===== src/rtl/vga_sync_ctrl_pkg.sv =====
// Shared VGA timing definitions: axis phase encoding and the default
// 640x480@60 timing constants used by every VGA block in this codebase.
package vga_sync_ctrl_pkg;

    typedef enum logic [1:0] {
        PH_ACTIVE = 2'd0,
        PH_FRONT  = 2'd1,
        PH_SYNC   = 2'd2,
        PH_BACK   = 2'd3
    } phase_t;

    // 640x480@60 with a 25 MHz pixel clock
    localparam int VGA_H_VISIBLE = 640;
    localparam int VGA_H_FRONT   = 16;
    localparam int VGA_H_SYNC    = 96;
    localparam int VGA_H_BACK    = 48;
    localparam int VGA_V_VISIBLE = 480;
    localparam int VGA_V_FRONT   = 10;
    localparam int VGA_V_SYNC    = 2;
    localparam int VGA_V_BACK    = 33;

    // Phase order along one axis; BACK returns to ACTIVE
    function automatic phase_t phase_after(input phase_t ph);
        case (ph)
            PH_ACTIVE: phase_after = PH_FRONT;
            PH_FRONT:  phase_after = PH_SYNC;
            PH_SYNC:   phase_after = PH_BACK;
            default:   phase_after = PH_ACTIVE;
        endcase
    endfunction

endpackage


===== src/rtl/enableN_gen.sv =====
// Divide-by-ULIMIT enable generator. o_en is a registered one-clk pulse every
// ULIMIT cycles, starting the first cycle after reset release. o_en_pre is
// the combinational value that o_en takes at the next edge, so downstream
// registers can update on the same edge that raises o_en.
module enableN_gen #(
    parameter int ULIMIT = 2
) (
    input  logic clk,
    input  logic i_sclr,
    output logic o_en,
    output logic o_en_pre
);

    localparam int CW = (ULIMIT > 1) ? $clog2(ULIMIT) : 1;
    localparam logic [CW-1:0] LAST = CW'(ULIMIT - 1);

    logic [CW-1:0] cnt_reg;
    logic          en_reg;

    assign o_en_pre = ~i_sclr & (cnt_reg == '0);
    assign o_en     = en_reg;

    // Free-running divider; phase zero is the first cycle after reset
    always_ff @(posedge clk) begin
        if (i_sclr) begin
            cnt_reg <= '0;
            en_reg  <= 1'b0;
        end else begin
            en_reg  <= o_en_pre;
            cnt_reg <= (cnt_reg == LAST) ? '0 : cnt_reg + 1'b1;
        end
    end

endmodule


===== src/rtl/vga_axis_ctrl.sv =====
// One timing axis (horizontal or vertical): a position counter plus the
// ACTIVE->FRONT->SYNC->BACK phase FSM. Exposes next-phase so the parent can
// register decoded outputs on the same edge the counter moves.
module vga_axis_ctrl
    import vga_sync_ctrl_pkg::*;
#(
    parameter int VISIBLE = 640,
    parameter int FRONT   = 16,
    parameter int SYNC    = 96,
    parameter int BACK    = 48,
    parameter int W       = 10
) (
    input  logic         clk,
    input  logic         srst,
    input  logic         i_step,
    output logic [W-1:0] o_cnt,
    output logic [1:0]   o_phase,
    output logic [1:0]   o_phase_next,
    output logic         o_wrap
);

    localparam logic [W-1:0] LAST_ACT   = W'(VISIBLE - 1);
    localparam logic [W-1:0] LAST_FRONT = W'(VISIBLE + FRONT - 1);
    localparam logic [W-1:0] LAST_SYNC  = W'(VISIBLE + FRONT + SYNC - 1);
    localparam logic [W-1:0] LAST_BACK  = W'(VISIBLE + FRONT + SYNC + BACK - 1);

    logic [W-1:0] cnt_reg, cnt_next, phase_last;
    phase_t       phase_reg, phase_next;
    logic         wrap;

    assign o_cnt        = cnt_reg;
    assign o_phase      = phase_reg;
    assign o_phase_next = phase_next;
    assign o_wrap       = wrap;

    // Next counter/phase: advance on step, leave a phase at its last position
    always_comb begin
        case (phase_reg)
            PH_ACTIVE: phase_last = LAST_ACT;
            PH_FRONT:  phase_last = LAST_FRONT;
            PH_SYNC:   phase_last = LAST_SYNC;
            default:   phase_last = LAST_BACK;
        endcase
        cnt_next   = cnt_reg;
        phase_next = phase_reg;
        wrap       = 1'b0;
        if (i_step) begin
            if (cnt_reg == LAST_BACK) begin
                cnt_next = '0;
                wrap     = 1'b1;
            end else begin
                cnt_next = cnt_reg + 1'b1;
            end
            if (cnt_reg == phase_last) begin
                phase_next = phase_after(phase_reg);
            end
        end
    end

    // Counter and phase state
    always_ff @(posedge clk) begin
        if (srst) begin
            cnt_reg   <= '0;
            phase_reg <= PH_ACTIVE;
        end else begin
            cnt_reg   <= cnt_next;
            phase_reg <= phase_next;
        end
    end

endmodule


===== src/rtl/vga_sync_ctrl.sv =====
// VGA sync generator: pixel enable divider, H and V axis FSMs, and registered
// sync/DE/frame-start outputs aligned with the counters they decode.
module vga_sync_ctrl
    import vga_sync_ctrl_pkg::*;
#(
    parameter int   PIX_DIV   = 2,
    parameter int   H_VISIBLE = VGA_H_VISIBLE,
    parameter int   H_FRONT   = VGA_H_FRONT,
    parameter int   H_SYNC    = VGA_H_SYNC,
    parameter int   H_BACK    = VGA_H_BACK,
    parameter int   V_VISIBLE = VGA_V_VISIBLE,
    parameter int   V_FRONT   = VGA_V_FRONT,
    parameter int   V_SYNC    = VGA_V_SYNC,
    parameter int   V_BACK    = VGA_V_BACK,
    parameter logic SYNC_POL  = 1'b0,
    parameter int   HW        = 10,
    parameter int   VW        = 10
) (
    input  logic          clk,
    input  logic          i_sclr,
    output logic          o_pix_en,
    output logic [HW-1:0] o_hcnt,
    output logic [VW-1:0] o_vcnt,
    output logic          o_hsync,
    output logic          o_vsync,
    output logic          o_de,
    output logic          o_frame_start
);

    localparam int HT = H_VISIBLE + H_FRONT + H_SYNC + H_BACK;
    localparam int VT = V_VISIBLE + V_FRONT + V_SYNC + V_BACK;

    if (HT > (1 << HW)) begin : g_hw_too_small
        $error("vga_sync_ctrl: HW too narrow for horizontal total");
    end
    if (VT > (1 << VW)) begin : g_vw_too_small
        $error("vga_sync_ctrl: VW too narrow for vertical total");
    end

    logic       pix_tick;
    logic       started_reg;
    logic       h_step, h_wrap, v_wrap;
    logic [1:0] h_phase, h_phase_next, v_phase, v_phase_next;
    logic       hsync_reg, vsync_reg, de_reg, fs_reg;

    enableN_gen #(
        .ULIMIT (PIX_DIV)
    ) u_pix_en (
        .clk      (clk),
        .i_sclr   (i_sclr),
        .o_en     (o_pix_en),
        .o_en_pre (pix_tick)
    );

    // The first tick after reset presents pixel (0,0) without advancing
    assign h_step = pix_tick & started_reg;

    vga_axis_ctrl #(
        .VISIBLE (H_VISIBLE),
        .FRONT   (H_FRONT),
        .SYNC    (H_SYNC),
        .BACK    (H_BACK),
        .W       (HW)
    ) u_h_axis (
        .clk          (clk),
        .srst         (i_sclr),
        .i_step       (h_step),
        .o_cnt        (o_hcnt),
        .o_phase      (h_phase),
        .o_phase_next (h_phase_next),
        .o_wrap       (h_wrap)
    );

    vga_axis_ctrl #(
        .VISIBLE (V_VISIBLE),
        .FRONT   (V_FRONT),
        .SYNC    (V_SYNC),
        .BACK    (V_BACK),
        .W       (VW)
    ) u_v_axis (
        .clk          (clk),
        .srst         (i_sclr),
        .i_step       (h_wrap),
        .o_cnt        (o_vcnt),
        .o_phase      (v_phase),
        .o_phase_next (v_phase_next),
        .o_wrap       (v_wrap)
    );

    assign o_hsync       = hsync_reg;
    assign o_vsync       = vsync_reg;
    assign o_de          = de_reg;
    assign o_frame_start = fs_reg;

    // Decode next axis state so outputs land with the counter values they describe
    always_ff @(posedge clk) begin
        if (i_sclr) begin
            started_reg <= 1'b0;
            hsync_reg   <= ~SYNC_POL;
            vsync_reg   <= ~SYNC_POL;
            de_reg      <= 1'b0;
            fs_reg      <= 1'b0;
        end else begin
            fs_reg <= pix_tick & (~started_reg | v_wrap);
            if (pix_tick) begin
                started_reg <= 1'b1;
                hsync_reg   <= (h_phase_next == PH_SYNC) ? SYNC_POL : ~SYNC_POL;
                vsync_reg   <= (v_phase_next == PH_SYNC) ? SYNC_POL : ~SYNC_POL;
                de_reg      <= (h_phase_next == PH_ACTIVE) && (v_phase_next == PH_ACTIVE);
            end
        end
    end

    // Current phases are only consumed through their next-state values
    logic unused_phase;
    assign unused_phase = ^{h_phase, v_phase};

endmodule


===== config.mk =====
export PLATFORM = sky130hd
export DESIGN_NAME = vga_sync_ctrl
export DESIGN_NICKNAME = d
export VERILOG_FILES = /design/src/rtl/vga_sync_ctrl_pkg.sv /design/src/rtl/enableN_gen.sv /design/src/rtl/vga_axis_ctrl.sv /design/src/rtl/vga_sync_ctrl.sv
export SDC_FILE = /design/constraint.sdc
export NUM_CORES = 1
export LEC_CHECK = 0
export CORE_UTILIZATION = 45
export CTS_CLUSTER_SIZE = 14
export DETAILED_ROUTE_END_ITERATION = 10
export PLACE_DENSITY_LB_ADDON = 0.25
export SLEW_MARGIN = 5
export SYNTH_ARGS = -nofsm -noshare
export SYNTH_HDL_FRONTEND = slang
export SYNTH_SLANG_ARGS = --single-unit
export TNS_END_PERCENT = 100

===== constraint.sdc =====
create_clock -name clk -period 4.1 [get_ports clk]
set_input_delay 1.025 -clock clk [delete_from_list [all_inputs] [get_ports clk]]
set_output_delay 1.025 -clock clk [all_outputs]
set_load 0.05 [all_outputs]

==> flow_metrics.py <==
metrics = {
    "routing": {
        "ant_nets": 0,
        "num_vias": 1474,
        "drcViolationCount": 0,
        "via_per_inst": 5.521,
        "drt_iter0_drc": 72,
        "wl_per_cell_um": 12.75,
        "wl_mm": 3.404,
        "drt_pass1_iterations": 4,
    },
    "sta": {
        "slew_headroom_pct": 58.53,
        "hold_violations": 0,
        "setup_viol": 0,
        "fmax_mhz": 322.2,
        "rsz0062_at_grt": "no",
        "tns_ns": 0,
        "fin_crit_sh_pct": 75.69,
        "tightestPinTransition_ns": 0.6207,
        "slew_viol_final": 0,
        "fin_skew_ns": 0.007095,
        "min_period_ns": 3.103,
    },
    "synthesis": {
        "synthArstFlopShare_pct": 0,
        "synth-adder-area-share_pct": 6.777,
        "synth_area_um2": 1662,
        "ys_ff_latch": 31,
        "ys_seq_area_share_pct": 37.35,
        "synth_nets": 205,
        "syn_avg_cell_area_um2": 8.565,
        "ys.flop_type": "dfxtp_1",
        "synth_edf_count": 0,
        "yosys_warnings": 0,
        "synth_compound_gate_area_share_pct": 9.187,
        "synthSimpleGateAreaFrac_pct": 28.39,
        "synth_top_family_by_area": "simple AND/OR/NAND/NOR gates",
        "syn_inst": 194,
        "ys_types": 40,
        "muxShareOfSynthArea_pct": 3.012,
        "synth-xor-area-share_pct": 10.54,
    },
    "floorplan": {
        "die_w_um": 62.77,
        "rows": 21,
        "die_h_um": 62.77,
        "io_pins": 27,
        "core-area_um2": 3442,
        "start_util_pct": 48.27,
        "dieArea_um2": 3939,
    },
    "global_routing": {
        "grt_max_degree": 25,
        "track_usage_pct": 19.20,
        "antenna_found_initial": 0,
        "grt_pass1_wl_mm": 5.913,
        "gr-total-overflow": 0,
        "grt_pass1_vias": 1333,
    },
    "clocking": {
        "clkTransAtPathRegs_ns": 0.07,
        "cts_buffers": 5,
        "clk_latency_ns": 0.29,
        "clockBufferDepth": 2,
        "ctsResizeCount": 0,
        "cts_setup_buffers": 0,
        "cts_tree": "done",
        "hold_buffers": 0,
        "cts.sinks": 31,
        "h-tree-depth": 2,
        "cts-root-buf": "clkbuf_8",
    },
    "final_layout": {
        "finalNetCount": 231,
        "antenna-diode-count": 0,
        "layout-drive-gt1-share_pct": 8.597,
        "nFillCells": 291,
        "syn2layout_area_growth_pct": 24.40,
    },
    "power_and_ir_drop": {
        "totalPowerFinal_uw": 664.5,
        "cellPowerDensity_nw_per_um2": 321.5,
        "power_leakage_nw": 0.7067,
        "vdd.ir_drop.worst_mv": 0.1522,
    },
    "worst_setup_path": {
        "required_ns": 4.26,
        "cp_max_fo": 8,
        "endpoint_kind": "register",
        "arrival_ns": 3.26,
        "worstSetupPathType": "input pin to register",
        "start_kind": "input pin",
        "worst_r2r_path_depth": 5,
    },
    "min_path": {
        "min_path_type": "register to register",
        "whs_path_depth": 2,
    },
    "place": {
        "dpl.hpwl_mm": 2.463,
        "gp_congestion": 0.8471,
        "numPortBuffers": 26,
    },
    "status": {
        "status": "completed",
    },
    "flow_run": {
        "max-cap-violations": 0,
    },
}
-- routing by layer --
metal	routed length, um	track usage, %	up-vias
met1	1500	21.04	703
met5	0	0	-
li1	-	-	714
met2	1654	31.79	45
met3	164	6.752	12
met4	84	11.34	0
-- power by group --
group	total [mW]	internal, mW	leakage [nW]	switching [mW]
logic	0.0407	0.0143	0.394	0.0264
registers	0.313	0.307	0.252	0.00591
clock network	0.311	0.196	0.0612	0.114
total	0.664	0.518	0.707	0.147
-- kinds of logic (layout without fill, tap and decap cells) --
kind of cell    count (synthesis)  after routing
compound gates                 19             19
xor+xnor                       20             20
fa+ha+maj                       9              9
buf+inv                        18             45
flops                          31             31
mux                             5              5
simple gates                   92             92
-- Yosys cell counts, types with 3 or more instances --
cell type / instances / area [um^2]
xor2_1: 6 / 52.55
ha_1: 9 / 112.6
mux2i_1: 5 / 50.05
nor3_1: 10 / 50.05
clkbuf_1: 7 / 26.28
a21oi_1: 5 / 25.02
nand4_1: 4 / 25.02
nand3_1: 10 / 50.05
or2_2: 3 / 18.77
nor2_1: 32 / 120.1
dfxtp_1: 31 / 620.6
o22ai_1: 3 / 18.77
xnor2_1: 14 / 122.6
nand3b_1: 3 / 22.52
nand2_1: 13 / 48.80
inv_1: 9 / 33.78
-- placed cells by master (no fill, tap or decap), types with 2 or more instances in the layout --
master / synthesis / routed
nor2_1: 32 / 32
dfxtp_1: 31 / 31
clkdlybuf4s50_1: 0 / 26
xnor2_1: 14 / 14
nand2_1: 13 / 13
nand3_1: 10 / 10
nor3_1: 10 / 10
inv_1: 9 / 9
ha_1: 9 / 9
xor2_1: 6 / 6
clkbuf_8: 0 / 6
mux2i_1: 5 / 5
a21oi_1: 5 / 5
nand4_1: 4 / 4
or2_2: 3 / 3
o22ai_1: 3 / 3
nand3b_1: 3 / 3
nor4_1: 2 / 2
nand2b_1: 2 / 2
o21ai_0: 2 / 2
a211oi_1: 2 / 2
and3_1: 2 / 2
o31ai_1: 2 / 2
buf_4: 1 / 2
-- worst max-delay path, stage by stage --
cell             delay, ns
clkdlybuf4s50_1       0.43
or3b_2                0.54
or4_4                 0.51
a2111oi_4             0.39
mux2i_1               0.29
o41ai_2               0.08
-- area by class of cell --
type | count | area, um^2 | share of cell area, %
Clock buffer | 6 | 82.58 | 3.995
Clock inverter | 2 | 35.03 | 1.695
Inverter | 9 | 33.78 | 1.634
Multi-Input combinational cell | 145 | 962.2 | 46.55
Sequential cell | 31 | 620.6 | 30.02
Tap cell | 46 | 57.56 | 2.785
Timing Repair Buffer | 28 | 275.3 | 13.32
-- final timing paths --
| check | from | to | slack (ns) |
|---|---|---|---|
| setup / recovery | i_sclr | o_de | 1.0 |
| setup reg to reg | u_h_axis.o_cnt[4] | o_de | 1.57 |
| hold / removal | o_hsync | o_hsync | 0.47 |
| hold reg to reg | o_hsync | o_hsync | 0.47 |
-- stage by stage --
stage                     area, um^2  hold slack [ns]  setup WS [ns]  utilization [%]  std cells
after floorplan                 1662           0.4502          1.067                -        194
after global placement          1949           0.4534         0.7583            56.63        259
after detailed placement        1949           0.4686         0.6904            56.63        259
after CTS                       2067           0.4853         0.9958            60.05        267
after global routing            2067           0.5253         0.9090            60.05        267
final                           2067           0.4729         0.9965            60.05        267
(Power assumes the default switching activity.)
